### config.mk
export PLATFORM = sky130hd
export DESIGN_NAME = mem_io_unit
export DESIGN_NICKNAME = d
export VERILOG_FILES = /design/src/rtl/mem_io_unit.sv
export SDC_FILE = /design/constraint.sdc
export NUM_CORES = 1
export LEC_CHECK = 0
export CORE_AREA = 4 4 113 115
export CTS_BUF_LIST = sky130_fd_sc_hd__clkbuf_8
export CTS_CLUSTER_DIAMETER = 80
export CTS_CLUSTER_SIZE = 10
export DETAILED_ROUTE_END_ITERATION = 8
export DIE_AREA = 0 0 117 119
export SLEW_MARGIN = 20
export SYNTH_ARGS = -nofsm -noshare
export SYNTH_HDL_FRONTEND = slang
export SYNTH_SLANG_ARGS = --single-unit
### constraint.sdc
create_clock -name clk -period 2.9 [get_ports clk]
set_input_delay 0.435 -clock clk [delete_from_list [all_inputs] [get_ports clk]]
set_output_delay 0.435 -clock clk [all_outputs]
set_load 0.02 [all_outputs]
### src/rtl/mem_io_unit.sv
// -----------------------------------------------------------------------------
// mem_io_unit
//   Memory-side end of the LC-3 datapath bus. Holds MAR and MDR (both loaded
//   from the shared BUS), runs one read or write per MIO_EN request over a
//   req/ack handshake, reports completion on R and drives MDR toward the BUS
//   tri-state gate under GateMDR. A sticky err flag records transactions that
//   were abandoned because memory never acknowledged.
//
// Ports
//   clk, rst_n        clock, asynchronous active-low reset
//   bus_in            current BUS value
//   LDMAR / LDMDR     load MAR (any state) / MDR (IDLE only) from bus_in
//   MIO_EN, R_W       request a transaction; R_W=1 write, 0 read
//   GateMDR           put MDR on mdr_bus_out, mirrored on mdr_bus_oe
//   err_clr           clear the sticky timeout flag
//   mdr_bus_out/_oe   MDR toward BUS (0 when not gated) and its enable
//   R                 transaction complete (registered, DONE state)
//   mem_req/we/addr/wdata  request to memory; we/addr/wdata 0 when idle
//   mem_rdata/mem_ack read data and acknowledge from memory
//   err               sticky timeout flag
//   dbg_state         current FSM state (IDLE=0, ACCESS=1, DONE=2)
//
// Handshake: mem_req is high for every cycle the unit is in ACCESS, with
// mem_we/mem_addr/mem_wdata held stable throughout. A transfer completes on the
// first rising edge where mem_req and mem_ack are both high; mem_ack at any
// other time is ignored. mem_rdata must be valid on that edge.
// -----------------------------------------------------------------------------
module mem_io_unit #(
    parameter int DATA_W         = 16,
    parameter int ADDR_W         = 16,
    parameter int TIMEOUT_CYCLES = 255
) (
    input  logic              clk,
    input  logic              rst_n,
    input  logic [DATA_W-1:0] bus_in,
    input  logic              LDMAR,
    input  logic              LDMDR,
    input  logic              MIO_EN,
    input  logic              R_W,
    input  logic              GateMDR,
    input  logic              err_clr,
    output logic [DATA_W-1:0] mdr_bus_out,
    output logic              mdr_bus_oe,
    output logic              R,
    output logic              mem_req,
    output logic              mem_we,
    output logic [ADDR_W-1:0] mem_addr,
    output logic [DATA_W-1:0] mem_wdata,
    input  logic [DATA_W-1:0] mem_rdata,
    input  logic              mem_ack,
    output logic              err,
    output logic [1:0]        dbg_state
);

    // Counter only has to reach TIMEOUT_CYCLES-1.
    localparam int CNT_W = (TIMEOUT_CYCLES > 1) ? $clog2(TIMEOUT_CYCLES) : 1;
    localparam logic [CNT_W-1:0] CNT_LAST = CNT_W'(TIMEOUT_CYCLES - 1);

    localparam logic [1:0] IDLE   = 2'd0;
    localparam logic [1:0] ACCESS = 2'd1;
    localparam logic [1:0] DONE   = 2'd2;

    logic [1:0]        state_q, state_d;
    logic [ADDR_W-1:0] mar_q, mar_d;
    logic [DATA_W-1:0] mdr_q, mdr_d;
    logic [CNT_W-1:0]  cnt_q, cnt_d;
    logic [ADDR_W-1:0] addr_q, addr_d;
    logic              we_q, we_d;
    logic [DATA_W-1:0] wdata_q, wdata_d;
    logic              err_q, err_d;
    logic              timeout;

    always_comb begin
        state_d = state_q;
        mar_d   = mar_q;
        mdr_d   = mdr_q;
        cnt_d   = cnt_q;
        addr_d  = addr_q;
        we_d    = we_q;
        wdata_d = wdata_q;
        timeout = 1'b0;

        // MAR loads in any state; the in-flight address lives in addr_q.
        if (LDMAR) begin
            mar_d = bus_in[ADDR_W-1:0];
        end

        case (state_q)
            IDLE: begin
                if (LDMDR) begin
                    mdr_d = bus_in;
                end
                // Latch the pre-edge MAR/MDR, even if they load on this edge.
                if (MIO_EN) begin
                    addr_d  = mar_q;
                    we_d    = R_W;
                    wdata_d = mdr_q;
                    cnt_d   = '0;
                    state_d = ACCESS;
                end
            end
            ACCESS: begin
                // An ack on the last permitted cycle still completes normally.
                if (mem_ack) begin
                    if (!we_q) begin
                        mdr_d = mem_rdata;
                    end
                    state_d = DONE;
                end else if (cnt_q == CNT_LAST) begin
                    timeout = 1'b1;
                    state_d = DONE;
                end else begin
                    cnt_d = cnt_q + 1'b1;
                end
            end
            DONE: begin
                // Holding MIO_EN keeps us here so it cannot re-issue.
                if (!MIO_EN) begin
                    state_d = IDLE;
                end
            end
            default: begin
                state_d = IDLE;
            end
        endcase

        // Set wins over clear on the same edge.
        err_d = err_clr ? 1'b0 : err_q;
        if (timeout) begin
            err_d = 1'b1;
        end
    end

    always_ff @(posedge clk or negedge rst_n) begin
        if (!rst_n) begin
            state_q <= IDLE;
            mar_q   <= '0;
            mdr_q   <= '0;
            cnt_q   <= '0;
            addr_q  <= '0;
            we_q    <= 1'b0;
            wdata_q <= '0;
            err_q   <= 1'b0;
        end else begin
            state_q <= state_d;
            mar_q   <= mar_d;
            mdr_q   <= mdr_d;
            cnt_q   <= cnt_d;
            addr_q  <= addr_d;
            we_q    <= we_d;
            wdata_q <= wdata_d;
            err_q   <= err_d;
        end
    end

    assign mem_req     = (state_q == ACCESS);
    assign mem_we      = mem_req & we_q;
    assign mem_addr    = mem_req ? addr_q : '0;
    assign mem_wdata   = mem_req ? wdata_q : '0;
    assign R           = (state_q == DONE);
    assign err         = err_q;
    assign mdr_bus_out = GateMDR ? mdr_q : '0;
    assign mdr_bus_oe  = GateMDR;
    assign dbg_state   = state_q;

endmodule

Word level (Yosys, flattened, before mapping)
Cells that the tools add are included.
W data, S select, Z words.
{"block": "word_totals", "register_bits": 76, "input_bits": 41, "elab_cells": 49}
{"block": "classes", "addsub": 1, "n_eq_ne": 11, "muxes": 21, "bitwise_logic": 1, "n_reduce_logical": 7}
{"op": "$mux W16", "n": 6}
{"op": "$pmux W16 S2", "n": 1}
{"op": "$mux W8", "n": 3}
{"op": "$pmux W8 S2", "n": 1}
{"op": "$ne A2 B2 Y1 const B", "n": 6}
{"op": "$add A8 B1 Y8 const B", "n": 1}
{"op": "$eq A8 B8 Y1 const B", "n": 1}
{"op": "$mux W2", "n": 4}
{"op": "$reduce_and A4 Y1", "n": 2}
{"op": "$pmux W2 S3", "n": 1}
{"op": "$mux W1", "n": 5}
{"op": "$reduce_bool A2 Y1", "n": 2}
{"op": "$ne A3 B1 Y1 const B", "n": 1}
{"op": "$reduce_and A3 Y1", "n": 1}
{"op": "$eq A2 B1 Y1 const B", "n": 1}
{"op": "$eq A2 B2 Y1 const B", "n": 1}
{"op": "$logic_not A2 Y1", "n": 1}
{"op": "$ne A2 B1 Y1 const B", "n": 1}
{"op": "$reduce_and A2 Y1", "n": 1}
{"op": "$and A1 B1 Y1", "n": 1}

Longest topological paths before layout
Gate-level depths: netlist (run 1).
{"block": "logic_depth", "ltp_word": 5, "mapped_depth": 8, "depth_no_buf": 7}

Least setup slack after synthesis (run 1)
No wires, ideal clock.
{"block": "synth_path", "kind": "register to output", "start": "register state_q[1], in the netlist dbg_state[1]", "end": "output mem_wdata[10]", "arrival_time_ps": 1503, "path_slack_ps": 962, "stages_incl_launch_ff": 6, "n_path_buf": 2, "cell_sequence": "dfrtp_1 nand2b_1 buf_4 clkinv_2 clkbuf_1 and2_1"}
{"block": "synth_between", "elab_chain_cells": 2}
{"item": "start, declared", "line_no": "63", "rtl": "logic [1:0] state_q, state_d;"}
{"item": "start signal, assigned", "line_no": "145", "rtl": "state_q <= state_d;"}
{"item": "$eq A2 B1 Y1", "line_no": "156", "rtl": "assign mem_req = (state_q == ACCESS);"}
{"item": "named net mem_req", "line_no": "45", "rtl": "output logic mem_req,"}
{"item": "$mux W16", "line_no": "159", "rtl": "assign mem_wdata = mem_req ? wdata_q : '0;"}
{"item": "end, declared", "line_no": "48", "rtl": "output logic [DATA_W-1:0] mem_wdata,"}
The timed path passes the listed nets, and every way through them passes these cells.

Worst setup path after layout (run 1)
{"block": "layout_path", "start": "register state_q[1], in the netlist dbg_state[1]", "end": "output mem_addr[5]"}
{"block": "layout_between", "elab_chain_cells": 2}
{"item": "$eq A2 B1 Y1", "line_no": "156"}
{"item": "$mux W16", "line_no": "158", "rtl": "assign mem_addr = mem_req ? addr_q : '0;"}
{"item": "end, declared", "line_no": "47", "rtl": "output logic [ADDR_W-1:0] mem_addr,"}
No other way between the ends.

==> metrics.md, run 1 <==
| Metric | Value |
|---|---|
| Final HPWL DP | `6.09 mm` |
| Routed vias | `2542` |
| Relative slew slack | `0.344` |
| Htree depth | `3` |
| Nets | `roughly 440` |
| CTS resizes | `0` |
| Antenna violations before repair | `0` |
| Final WL | `8.49 mm` |
| Via density | `about 4.6` |
| Buffers on Ports | `95` |
| Clock sinks | `76` |
| Max FO, Critical Path | `40` |
| Final instance area | `4790 um2` |
| Cell row count | `40` |
| Final worst path period need | `2.61 ns` |
| FF-to-FF Start | `dbg_state[1]` |
| Number of global-route vias before repair | `2565` |
| Max Root-Sink Buffers | `2` |
| Fill cells | `1180` |
| Largest net degree at the start of global routing | `77` |
| PD cells | `1020 nW/um2` |
| Layout area overhead | `37.6%` |
| Ys Warns | `0` |
| Syn_nets | `roughly 350` |
| Final Skew | `roughly 0.0078 ns` |
| P_leak | `1.96 nW` |
| Sequential cell area | `1900 um2` |
| Setup violators final | `0` |
| Maxcap violations | `0` |
| Status | `finished clean` |
| Inserted Clock Buffers | `9` |
| Crit-path slowest cell | `clkdlybuf4s50_1` |
| CP endpoint kind | `output pin` |
| FF-to-FF setup slack | `roughly 0.94 ns` |
| Crit path launch type | `register` |
| Synthesized area | `3480 um2` |
| Worst-margin pin slew | `between 0.9 and 1 ns` |
| Initial Util | `0.295` |
| Worst hold path class | `in2async` |
| Non-Filler Instances | `550` |
| Dpl cells | `534` |
| First-iteration detailed-routing DRC count | `91` |
| RePlAce Congestion | `0.839` |
| Wirelength per Cell | `15.4 um` |
| Critical path's top delay family | `buffers and inverters` |
| Die Ht | `~120 um` |
| Hold Fails Final Rpt | `0` |
| CTS Root Buffer Type | `clkbuf_8` |
| Multi-input gate area | `1460 um2` |
| CP Buf/Inv Count | `3` |
| Remaining Overflow, GRT | `0` |
| Leading cell type in the layout, fill and taps excluded | `clkdlybuf4s50_1` |
| Core Region | `11800 um2` |
| Drt drc | `0` |
| Skew-Pair Late Insertion Delay | `0.35 ns` |
| Slowest stage delay, CP | `0.64 ns` |
| Fmax achieved | `between 0.3 and 0.4 GHz` |
| Unrepaired setup endpoints after global routing | `no` |
| Drt first pass iters | `4` |
| Seq/Total Area, Yosys | `0.546` |
| TNS Setup | `0 ns` |
| Mean Syn Cell Area | `11.4 um2` |
| CP arrival | `2.17 ns` |
| Total Routing Usage GR | `0.128` |
| Die width | `117 um` |
| Number of top-level pins | `between 90 and 100` |
| Setup Buffers After CTS | `0` |
| Commonest cells after routing, fill and taps aside | `clkdlybuf4s50_1 (94), dfrtp_1 (76), mux2_2 (50), and2_1 (49), nand2_1 (35)` |
| Synthesis-stage register bit count | `76` |
| Worst Setup Path Type | `reg2out` |
| Layout cells sized above 1 | `0.199` |
| Dpl cell area | `4580 um2` |
| CP Data Required Time | `2.47 ns` |
| CP cell instances | `nand2b_1 -> clkinv_2 -> buf_12 -> and2_1 -> clkdlybuf4s50_1` |
| First-pass GRT wire length | `13.9 mm` |
| Post-CTS Hold Fix Bufs | `0` |
| Cell variety after synth | `35` |
| Worst IR Drop VDD | `0.321 mV` |
| Worst r2r path cells | `6` |
| Antenna-violating nets left | `0` |
| Die area | `13900 um2` |
| Tcrit/Tclk final | `0.899` |
| R2R Path End | `cnt_q[6]` |
| Clock Pin Slew Worst Setup and Hold Paths | `0.08 ns` |
| Synth Instances | `305` |
| TritonCTS clock tree | `yes` |
| N_diodes | `0` |
| Final-report max-slew violation count | `0` |
## synthesized netlist by cell type
library cell,n,area (um2)
a41o_1,1,10.0
nand3b_1,1,7.51
nand3_1,5,25.0
a21oi_1,2,10.0
a22o_1,1,8.76
a31oi_1,18,113
mux2i_1,3,30.0
nor4_2,1,12.5
nand2_1,35,131
buf_6,2,22.5
a32o_1,1,10.0
nor3_1,1,5.00
nor2_8,1,20.0
o21ai_0,1,5.00
nand4_1,1,6.26
mux2_2,50,563
a41oi_1,1,8.76
ha_1,2,25.0
nor2_1,19,71.3
nor3b_1,1,7.51
nand2b_1,4,25.0
buf_2,3,15.0
a22o_2,1,10.0
nor2b_1,1,6.26
clkinv_2,1,5.00
dfrtp_1,76,1900
and3_1,1,6.26
o41ai_1,1,8.76
inv_2,1,3.75
inv_1,4,15.0
and2_1,49,307
o211a_1,1,10.0
xnor2_1,1,8.76
buf_4,4,30.0
clkbuf_1,10,37.5
## layout make-up
type / instances / area share
clock inverter: 7 / 0.0191
tap: 147 / 0.0384
inverter: 6 / 0.00496
sequential: 76 / 0.397
multi-input combinational: 204 / 0.305
timing repair buffer: 101 / 0.210
clock buffer: 9 / 0.0259
## logic make-up after synthesis
| family | after synthesis | synth area share |
|---|---|---|
| XOR/XNOR | 1 | 0.00252 |
| AO/OA/AOI/OAI | 28 | 0.0557 |
| multiplexers | 53 | 0.170 |
| AND/OR/NAND/NOR | 120 | 0.181 |
| buffers and inverters | 25 | 0.0370 |
| adder cells (fa/ha/maj) | 2 | 0.00719 |
| flip-flops | 76 | 0.546 |
## stage by stage
step	worst slack (ns)	hold WS (ns)	power (W)	utilization
global route	0.124	0.323	0.00523	0.406
floorplan	0.962	0.139	0.00311	-
detailed placement	0.376	0.476	0.00406	0.387
finish	0.294	0.241	0.00487	0.406
global placement	0.407	0.459	0.00403	0.387
CTS	0.258	0.274	0.00496	0.406
## worst max path at each step
stage / start / to / slack, ns / depth (start not counted)
finish: dbg_state[1] / mem_addr[5] / 0.29 / 5
global route: dbg_state[1] / mem_addr[5] / 0.12 / 5
CTS: dbg_state[1] / mem_addr[5] / 0.26 / 5
detailed placement: GateMDR / mdr_bus_out[6] / 0.38 / 3
global placement: GateMDR / mdr_bus_out[14] / 0.41 / 3
floorplan: dbg_state[1] / mem_wdata[10] / 0.96 / 5
## report_power, final
part	internal (W)	switching, W
combinational	0.00116	0.00113
sequential	0.00147	0.000240
clock	0.000481	0.000393
## sequential cells by signal (all words and copies together), names as in the netlist
name	flops
addr_q	16
dbg_state	2
mdr_q	16
we_q	1
wdata_q	16
cnt_q	8
err	1
mar_q	16
## metal layers
layer  vias to the layer above  wire, um  global-route usage
met5                         -         0                   0
met3                        12       324              0.0249
li1                       1224         -                   -
met4                         0       176              0.0516
met1                      1258      3830               0.172
met2                        48      4160               0.200
(Power assumes the default switching activity.)
==> inputs of run 2 (changes only) <==
- CORE_AREA: 4 4 113 115 -> 4 4 99 101
- DIE_AREA: 0 0 117 119 -> 0 0 103 105
- PLACE_DENSITY: unset -> 0.67
==> run 2 against run 1 <==
  * Via count decreased by 0.47%
  * Critical path type unchanged
  * Cell count decreased by 6.5%
  * Critical path depth unchanged
  * Sequential power about the same
  * Critical endpoint unchanged
  * Clock power about the same
  * Largest power group unchanged
  * Clock skew increased by 0.0014 ns
  * Count of clock-buffer cells in the layout unchanged
==> metrics.md, run 2 (same netlist as run 1, synthesis figures left out) <==
| Metric | Value |
|---|---|
| Worst IR Drop VDD | `0.373 mV (was 0.321 mV)` |
| Relative slew slack | `0.370 (was 0.344)` |
| Worst-margin pin slew | `0.946 ns (was 0.984 ns)` |
| Die width | `103 um (was 117 um)` |
| Unrepaired setup endpoints after global routing | `no (unchanged)` |
| Die Ht | `105 um (was 119 um)` |
| First-pass GRT wire length | `13.5 mm (was 13.9 mm)` |
| Clock sinks | `76 (unchanged)` |
| Skew-Pair Late Insertion Delay | `0.34 ns (was 0.35 ns)` |
| Drt drc | `0 (unchanged)` |
| Cell row count | `35 (was 40)` |
| R2R Path End | `cnt_q[6] (unchanged)` |
| RePlAce Congestion | `0.809 (was 0.839)` |
| Final Skew | `0.00918 ns (was 0.00782 ns)` |
| TNS Setup | `0 ns (unchanged)` |
| CTS resizes | `0 (unchanged)` |
| TritonCTS clock tree | `yes (unchanged)` |
| Most used routing layer | `met2 (unchanged)` |
| Final HPWL DP | `5.83 mm (was 6.09 mm)` |
| Setup violators final | `0 (unchanged)` |
| Wirelength per Cell | `15.8 um (was 15.4 um)` |
| Nets | `441 (unchanged)` |
| Non-Filler Instances | `514 (was 550)` |
| Number of top-level pins | `96 (unchanged)` |
| CP cell instances | `nand2b_1 -> clkinv_2 -> buf_12 -> and2_1 -> clkdlybuf4s50_1 (unchanged)` |
| Crit-path slowest cell | `clkdlybuf4s50_1 (unchanged)` |
| P_leak | `1.96 nW (about the same)` |
| Initial Util | `0.386 (was 0.295)` |
| Remaining Overflow, GRT | `0 (unchanged)` |
| Dpl cells | `498 (was 534)` |
| CTS Root Buffer Type | `clkbuf_8 (unchanged)` |
| Fill cells | `799 (was 1180)` |
| Layout cells sized above 1 | `0.196 (was 0.199)` |
| Commonest cells after routing, fill and taps aside | `clkdlybuf4s50_1 (94), dfrtp_1 (76), mux2_2 (50), and2_1 (49), nand2_1 (35) (unchanged)` |
| Final worst path period need | `2.65 ns (was 2.61 ns)` |
| Hold Fails Final Rpt | `0 (unchanged)` |
| FF-to-FF Start | `dbg_state[1] (unchanged)` |
| CP endpoint kind | `output pin (unchanged)` |
| PD cells | `1030 nW/um2 (was 1020 nW/um2)` |
| Tcrit/Tclk final | `0.914 (was 0.899)` |
| Final-report max-slew violation count | `0 (unchanged)` |
| Routed vias | `2530 (was 2542)` |
| Drt first pass iters | `5 (was 4)` |
| Antenna-violating nets left | `0 (unchanged)` |
| Maxcap violations | `0 (unchanged)` |
| Worst r2r path cells | `6 (unchanged)` |
| Antenna violations before repair | `0 (unchanged)` |
| Layout area overhead | `36.3% (was 37.6%)` |
| Post-CTS Hold Fix Bufs | `0 (unchanged)` |
| Slowest stage delay, CP | `0.62 ns (was 0.64 ns)` |
| Worst hold path class | `in2async (unchanged)` |
| Grt met3 use | `0.0247 (was 0.0249)` |
| Inserted Clock Buffers | `9 (unchanged)` |
| Buffers on Ports | `95 (unchanged)` |
| Crit path launch type | `register (unchanged)` |
| Max Root-Sink Buffers | `2 (unchanged)` |
| Worst Setup Path Type | `reg2out (unchanged)` |
| CP arrival | `2.22 ns (was 2.17 ns)` |
| CP Data Required Time | `2.47 ns (about the same)` |
| N_diodes | `0 (unchanged)` |
| Leading cell type in the layout, fill and taps excluded | `clkdlybuf4s50_1 (unchanged)` |
| Core Region | `9020 um2 (was 11800 um2)` |
| Htree depth | `3 (unchanged)` |
| Largest net degree at the start of global routing | `77 (unchanged)` |
| Status | `finished clean (unchanged)` |
| Fmax achieved | `0.377 GHz (was 0.384 GHz)` |
| Met1 Usage GRT | `0.219 (was 0.172)` |
| Via density | `4.92 (was 4.62)` |
| Max FO, Critical Path | `29 (was 40)` |
| First-iteration detailed-routing DRC count | `154 (was 91)` |
| Number of global-route vias before repair | `2665 (was 2565)` |
| Die area | `10800 um2 (was 13900 um2)` |
| Routing usage on met2 | `0.247 (was 0.200)` |
| Total Routing Usage GR | `0.158 (was 0.128)` |
| FF-to-FF setup slack | `0.88 ns (was 0.94 ns)` |
| Final WL | `8.14 mm (was 8.49 mm)` |
| Clock Pin Slew Worst Setup and Hold Paths | `0.08 ns (about the same)` |
| Setup Buffers After CTS | `0 (unchanged)` |
## run 2: changes by cell type in the layout (fill, tap and decap cells not counted), sizes merged
cell	delta
clkinv	-2
clkinvlp	+1
inv	+1
## run 2: per-stage QoR
stage | worst slack, ns | hold slack, ns | cell area (um2) | utilization | power (W)
2_1_floorplan | 0.962 | 0.139 | 3480 | - | 0.00311
3_3_place_gp | 0.491 | 0.464 | 4530 | 0.502 | 0.00399
3_5_place_dp | 0.448 | 0.474 | 4530 | 0.502 | 0.00404
4_1_cts | 0.218 | 0.275 | 4750 | 0.526 | 0.00492
5_1_grt | 0.0907 | 0.315 | 4750 | 0.526 | 0.00520
6_report | 0.250 | 0.234 | 4750 | 0.526 | 0.00487
## run 2: critical path: cells and delay by family (launching register included)
kind                   cells  cell delay [ns]
buffers and inverters      3             1.09
DFF                        1             0.43
and+or+nand+nor            2             0.35
## run 2: how the worst max path moves through the flow
| stage | from | to | slack (ns) | cells past startpoint |
|---|---|---|---|---|
| 2_1_floorplan | dbg_state[1] | mem_wdata[10] | 0.96 | 5 |
| 3_3_place_gp | GateMDR | mdr_bus_out[14] | 0.49 | 3 |
| 3_5_place_dp | GateMDR | mdr_bus_out[0] | 0.45 | 3 |
| 4_1_cts | dbg_state[1] | mem_addr[6] | 0.22 | 5 |
| 5_1_grt | dbg_state[1] | mem_addr[5] | 0.09 | 5 |
| 6_report | dbg_state[1] | mem_addr[5] | 0.25 | 5 |
## run 2: layout make-up
class | count | area, um2 | share of cell area
repair buffers | 101 | 1010 | 0.212
flip-flops and latches | 76 | 1900 | 0.401
clock inverters | 7 | 92.6 | 0.0195
clock buffers | 9 | 124 | 0.0261
inverters | 6 | 23.8 | 0.00501
well taps | 111 | 139 | 0.0293
multi-input cells | 204 | 1460 | 0.308
## run 2: metal layers
layer  wire length, um  share of wire  vias up
met2              3810           0.47       71
met3               385          0.047       16
li1                  -              -     1223
met1              3780           0.46     1220
met5                 0              0        -
met4               167          0.021        0
## run 2: where the power goes
group,total (W),switching (W),internal (W)
Combinational,0.00229,0.00113,0.00116
Clock,0.000875,0.000393,0.000481
Sequential,0.00171,0.000246,0.00147
==> inputs of run 3 (changes only) <==
- clock period: 2.9 -> 3.3 ns (I/O delays scaled with it)
==> run 3 against run 2 <==
  * Cell count fell by 0.58%
  * Total power fell by 11%
  * Sequential share of layout area increased by 0.053 points
  * Utilization fell by 0.069 points
  * Clock skew shrank 0.0029 ns
  * Die area unchanged
  * Highest routed layer unchanged
==> metrics.md, run 3 (same netlist as run 1, synthesis figures left out) <==
| Metric | Value |
|---|---|
| Core Region | `9020 um2 (unchanged)` |
| Antenna-violating nets left | `0 (unchanged)` |
| TritonCTS clock tree | `yes (unchanged)` |
| FF-to-FF setup slack | `1.20 ns (was 0.88 ns)` |
| Total Routing Usage GR | `0.155 (was 0.158)` |
| Tot Pwr | `0.00432 W (was 0.00487 W)` |
| RePlAce Congestion | `0.827 (was 0.809)` |
| PD cells | `911 nW/um2 (was 1030 nW/um2)` |
| Commonest cells after routing, fill and taps aside | `clkdlybuf4s50_1 (94), dfrtp_1 (76), mux2_2 (50), and2_1 (49), nand2_1 (35) (unchanged)` |
| Drt first pass iters | `4 (was 5)` |
| Antenna violations before repair | `0 (unchanged)` |
| Final worst path period need | `2.90 ns` |
| CTS Root Buffer Type | `clkbuf_8 (unchanged)` |
| Tcrit/Tclk final | `0.878` |
| Final WL | `8.01 mm (was 8.14 mm)` |
| Worst hold path class | `in2async (unchanged)` |
| Hold Fails Final Rpt | `0 (unchanged)` |
| Max Root-Sink Buffers | `2 (unchanged)` |
| CTS resizes | `0 (unchanged)` |
| CP cell instances | `nand2b_1 -> clkinv_2 -> and2_1 -> clkdlybuf4s50_1 (was nand2b_1 -> clkinv_2 -> buf_12 -> and2_1 -> clkdlybuf4s50_1)` |
| Number of top-level pins | `96 (unchanged)` |
| Clock Pin Slew Worst Setup and Hold Paths | `0.07 ns (was 0.08 ns)` |
| Leading cell type in the layout, fill and taps excluded | `clkdlybuf4s50_1 (unchanged)` |
| Setup violators final | `0 (unchanged)` |
| First-pass GRT wire length | `13.1 mm (was 13.5 mm)` |
| Final-report max-slew violation count | `0 (unchanged)` |
| CP Buf/Inv Count | `2 (was 3)` |
| Setup Buffers After CTS | `0 (unchanged)` |
| Routed vias | `2510 (was 2530)` |
| Crit-path slowest cell | `clkdlybuf4s50_1 (unchanged)` |
| Buffers on Ports | `95 (unchanged)` |
| Fmax achieved | `0.345 GHz` |
| Drt drc | `0 (unchanged)` |
| Final Skew | `0.00631 ns (was 0.00918 ns)` |
| Htree depth | `3 (unchanged)` |
| Via density | `4.91 (was 4.92)` |
| CP Data Required Time | `2.80 ns (was 2.47 ns)` |
| Clock sinks | `76 (unchanged)` |
| Number of global-route vias before repair | `2640 (was 2665)` |
| Relative slew slack | `0.377 (was 0.370)` |
| CP arrival | `2.40 ns (was 2.22 ns)` |
| Skew-Pair Late Insertion Delay | `0.34 ns (about the same)` |
| N_diodes | `0 (unchanged)` |
| Final HPWL DP | `5.67 mm (was 5.83 mm)` |
| Largest net degree at the start of global routing | `77 (unchanged)` |
| Crit path launch type | `register (unchanged)` |
| Remaining Overflow, GRT | `0 (unchanged)` |
| Status | `finished clean (unchanged)` |
| Worst IR Drop VDD | `0.421 mV (was 0.373 mV)` |
| Worst Setup Path Type | `reg2out (unchanged)` |
| Initial Util | `0.386 (unchanged)` |
| Post-CTS Hold Fix Bufs | `0 (unchanged)` |
| Wirelength per Cell | `15.7 um (was 15.8 um)` |
| Layout area overhead | `36.1% (was 36.3%)` |
| Die Ht | `105 um (unchanged)` |
| Cell row count | `35 (unchanged)` |
| CP endpoint kind | `output pin (unchanged)` |
| Die area | `10800 um2 (unchanged)` |
| P_leak | `1.96 nW (about the same)` |
| Layout cells sized above 1 | `0.193 (was 0.196)` |
| Unrepaired setup endpoints after global routing | `no (unchanged)` |
| First-iteration detailed-routing DRC count | `137 (was 154)` |
| TNS Setup | `0 ns (unchanged)` |
| Slowest stage delay, CP | `0.54 ns (was 0.62 ns)` |
| Critical path's top delay family | `buffers and inverters (unchanged)` |
| Worst-margin pin slew | `0.935 ns (was 0.946 ns)` |
| Nets | `439 (was 441)` |
| Inserted Clock Buffers | `9 (unchanged)` |
| Max FO, Critical Path | `53 (was 29)` |
| Maxcap violations | `0 (unchanged)` |
| Die width | `103 um (unchanged)` |
-- run 3: per-stage QoR --
| stage | hold WS (ns) | util | setup slack [ns] | cells | instance area (um2) |
|---|---|---|---|---|---|
| floorplan | 0.199 | - | 1.30 | 305 | 3480 |
| global placement | 0.462 | 0.499 | 0.684 | 496 | 4500 |
| detailed placement | 0.469 | 0.499 | 0.686 | 496 | 4500 |
| CTS | 0.332 | 0.526 | 0.353 | 511 | 4740 |
| global route | 0.393 | 0.526 | 0.223 | 511 | 4740 |
| finish | 0.287 | 0.526 | 0.401 | 511 | 4740 |
-- run 3: final timing paths --
check                             startpoint          end  depth (start not counted)
max in group asynchronous              rst_n     cnt_q[7]                          1
min in group clk                    cnt_q[7]     cnt_q[7]                          1
worst min-delay path                   rst_n   wdata_q[6]                          1
worst min register to register      cnt_q[7]     cnt_q[7]                          1
worst max register to register  dbg_state[1]     cnt_q[6]                          5
worst max-delay path            dbg_state[1]  mem_addr[1]                          4
-- run 3: area by class of cell --
cell class | instances | area (um2)
inverter | 6 | 23.8
tap | 111 | 139
clock inverter | 5 | 100
clock buffer | 10 | 138
fill | 811 | 4280
sequential | 76 | 1900
timing repair buffer | 99 | 978
multi-input combinational | 204 | 1460
-- run 3: layer usage --
metal  GRT usage  vias up  share of wire  routed length (um)
li1            -     1215              -                   -
met1       0.204     1208           0.45                3600
met2       0.247       68           0.48                3850
met3      0.0220       19          0.040                 319
met4      0.0740        0          0.029                 235
met5           0        -              0                   0
-- run 3: power breakdown --
part           switching (W)  internal, W  leakage (nW)
combinational       0.000975     0.000995         0.944
sequential          0.000219      0.00129         0.893
clock               0.000325     0.000516         0.122
total                0.00152      0.00280          1.96
-- run 3: worst register-to-register path: cells and delay by family, from the launching register on --
family | cells | cell delay, ns
AO/OA/AOI/OAI | 2 | 0.69
buffers and inverters | 1 | 0.51
flip-flops | 1 | 0.44
multiplexers | 1 | 0.18
AND/OR/NAND/NOR | 1 | 0.17
==> variant, RTL diff (settings of run 2) <==
`DATA_W`: 16 -> 20.
--- a/src/rtl/mem_io_unit.sv
+++ b/src/rtl/mem_io_unit.sv
@@ -28,3 +28,3 @@
 module mem_io_unit #(
-    parameter int DATA_W         = 16,
+    parameter int DATA_W         = 20,
     parameter int ADDR_W         = 16,
Ports: changed (resized bus_in, mdr_bus_out, mem_rdata and mem_wdata); port bits go from 96 to 112. The function was not compared with the original's and may differ.
==> variant against run 2 <==
- sequential cell count rose by 8
- cell area up 12%
- sequential power increased by 12%
- critical path depth down 1
- routed wire length increased by 17%
- worst hold slack worse by 0.085 ns
- via count up 21%
- total power is 4.8% higher
- area after synthesis grew 12%
- non-clock buffer count increased by 16
- worst setup slack better by 0.032 ns
- critical endpoint is now mem_wdata[17]
==> variant: results (changes against run 2) <==
.. list-table::
   :header-rows: 1

   * - Metric
     - Value
   * - Outcome
     - finished clean
   * - Synthesized netlist cell count
     - 406 (+33%)
   * - RR Endpoint
     - cnt_q[2]
   * - Global-route wire length before repair
     - 16000 µm (+19%)
   * - Number of nets at the end of the flow
     - 561 (+27%)
   * - Setup WS pre-CTS
     - 0.340 ns (-0.108 ns)
   * - Met2 track utilization from global routing
     - 28.5% (+3.8 points)
   * - Fin Clk Skew
     - 0.0109 ns (+0.00169 ns)
   * - Number of DRC violations after detailed-routing iteration 0
     - 68 (-56%)
   * - Minimum hold slack
     - 0.149 ns (-0.0846 ns)
   * - Amount of wire on met2 after detailed routing
     - 4390 µm (+15%)
   * - Average routed wire per standard cell
     - 15.2 µm (-4.0%)
   * - Minimum setup slack among reg-to-reg paths
     - 1.20 ns (+0.32 ns)
   * - Fraction of met1 tracks used by global routing
     - 26.5% (+4.6 points)
   * - Register-to-Register Path Depth
     - 4 (-2)
   * - Met3 capacity usage during global routing
     - 4.61% (+2.1 points)
   * - Count of buffers from port buffering
     - 111 (+17%)
   * - Maximum resistive drop on vdd
     - 0.440 mV (+18%)
   * - Total placed instance area
     - 0.00511 mm² (+13%)
   * - Mux cell area share after synthesis
     - 11.4% (-5.7 points)
   * - Slew Limit Headroom
     - 47.6% (+11 points)
   * - Met3 wire length
     - 651 µm (+69%)
   * - Worst setup path endpoint
     - mem_wdata[17]
   * - Area share of xor/xnor cells in the synthesized design
     - 0% (-0.25 points)
   * - Share of synthesized cell area in full adder, half adder and majority cells
     - 0.644% (-0.074 points)
   * - Overall routed net length
     - 9520 µm (+17%)
   * - Detail Placement HPWL
     - 6730 µm (+15%)
   * - Highest fanout seen on the critical path
     - 34 (+17%)
   * - Average via count per standard cell
     - 4.91 (-0.27%)
   * - Library cells used by synthesis
     - 28 (-20%)
   * - P_clk
     - 0.000786 W (-10%)
==> variant: cell types whose count changed in the layout (fill, tap and decap cells not counted), moves of 5 or more <==
cell                              change
sky130_fd_sc_hd__nand2_1             +86
sky130_fd_sc_hd__mux2_2              -33
sky130_fd_sc_hd__mux2i_1             +22
sky130_fd_sc_hd__a21oi_1             +20
sky130_fd_sc_hd__a31oi_1             -18
sky130_fd_sc_hd__clkdlybuf4s50_1     +16
sky130_fd_sc_hd__and2_1              +10
sky130_fd_sc_hd__dfrtp_1              +8
sky130_fd_sc_hd__nor2_1               +5
==> variant: cell type report <==
| type | instances | area [µm²] |
|---|---|---|
| clock inverter | 5 | 36.3 |
| multi-input combinational | 295 | 1680 |
| clock buffer | 11 | 151 |
| inverter | 3 | 11.3 |
| sequential | 84 | 2100 |
| timing repair buffer | 117 | 1180 |
| tap | 111 | 139 |
| fill | 814 | 3720 |
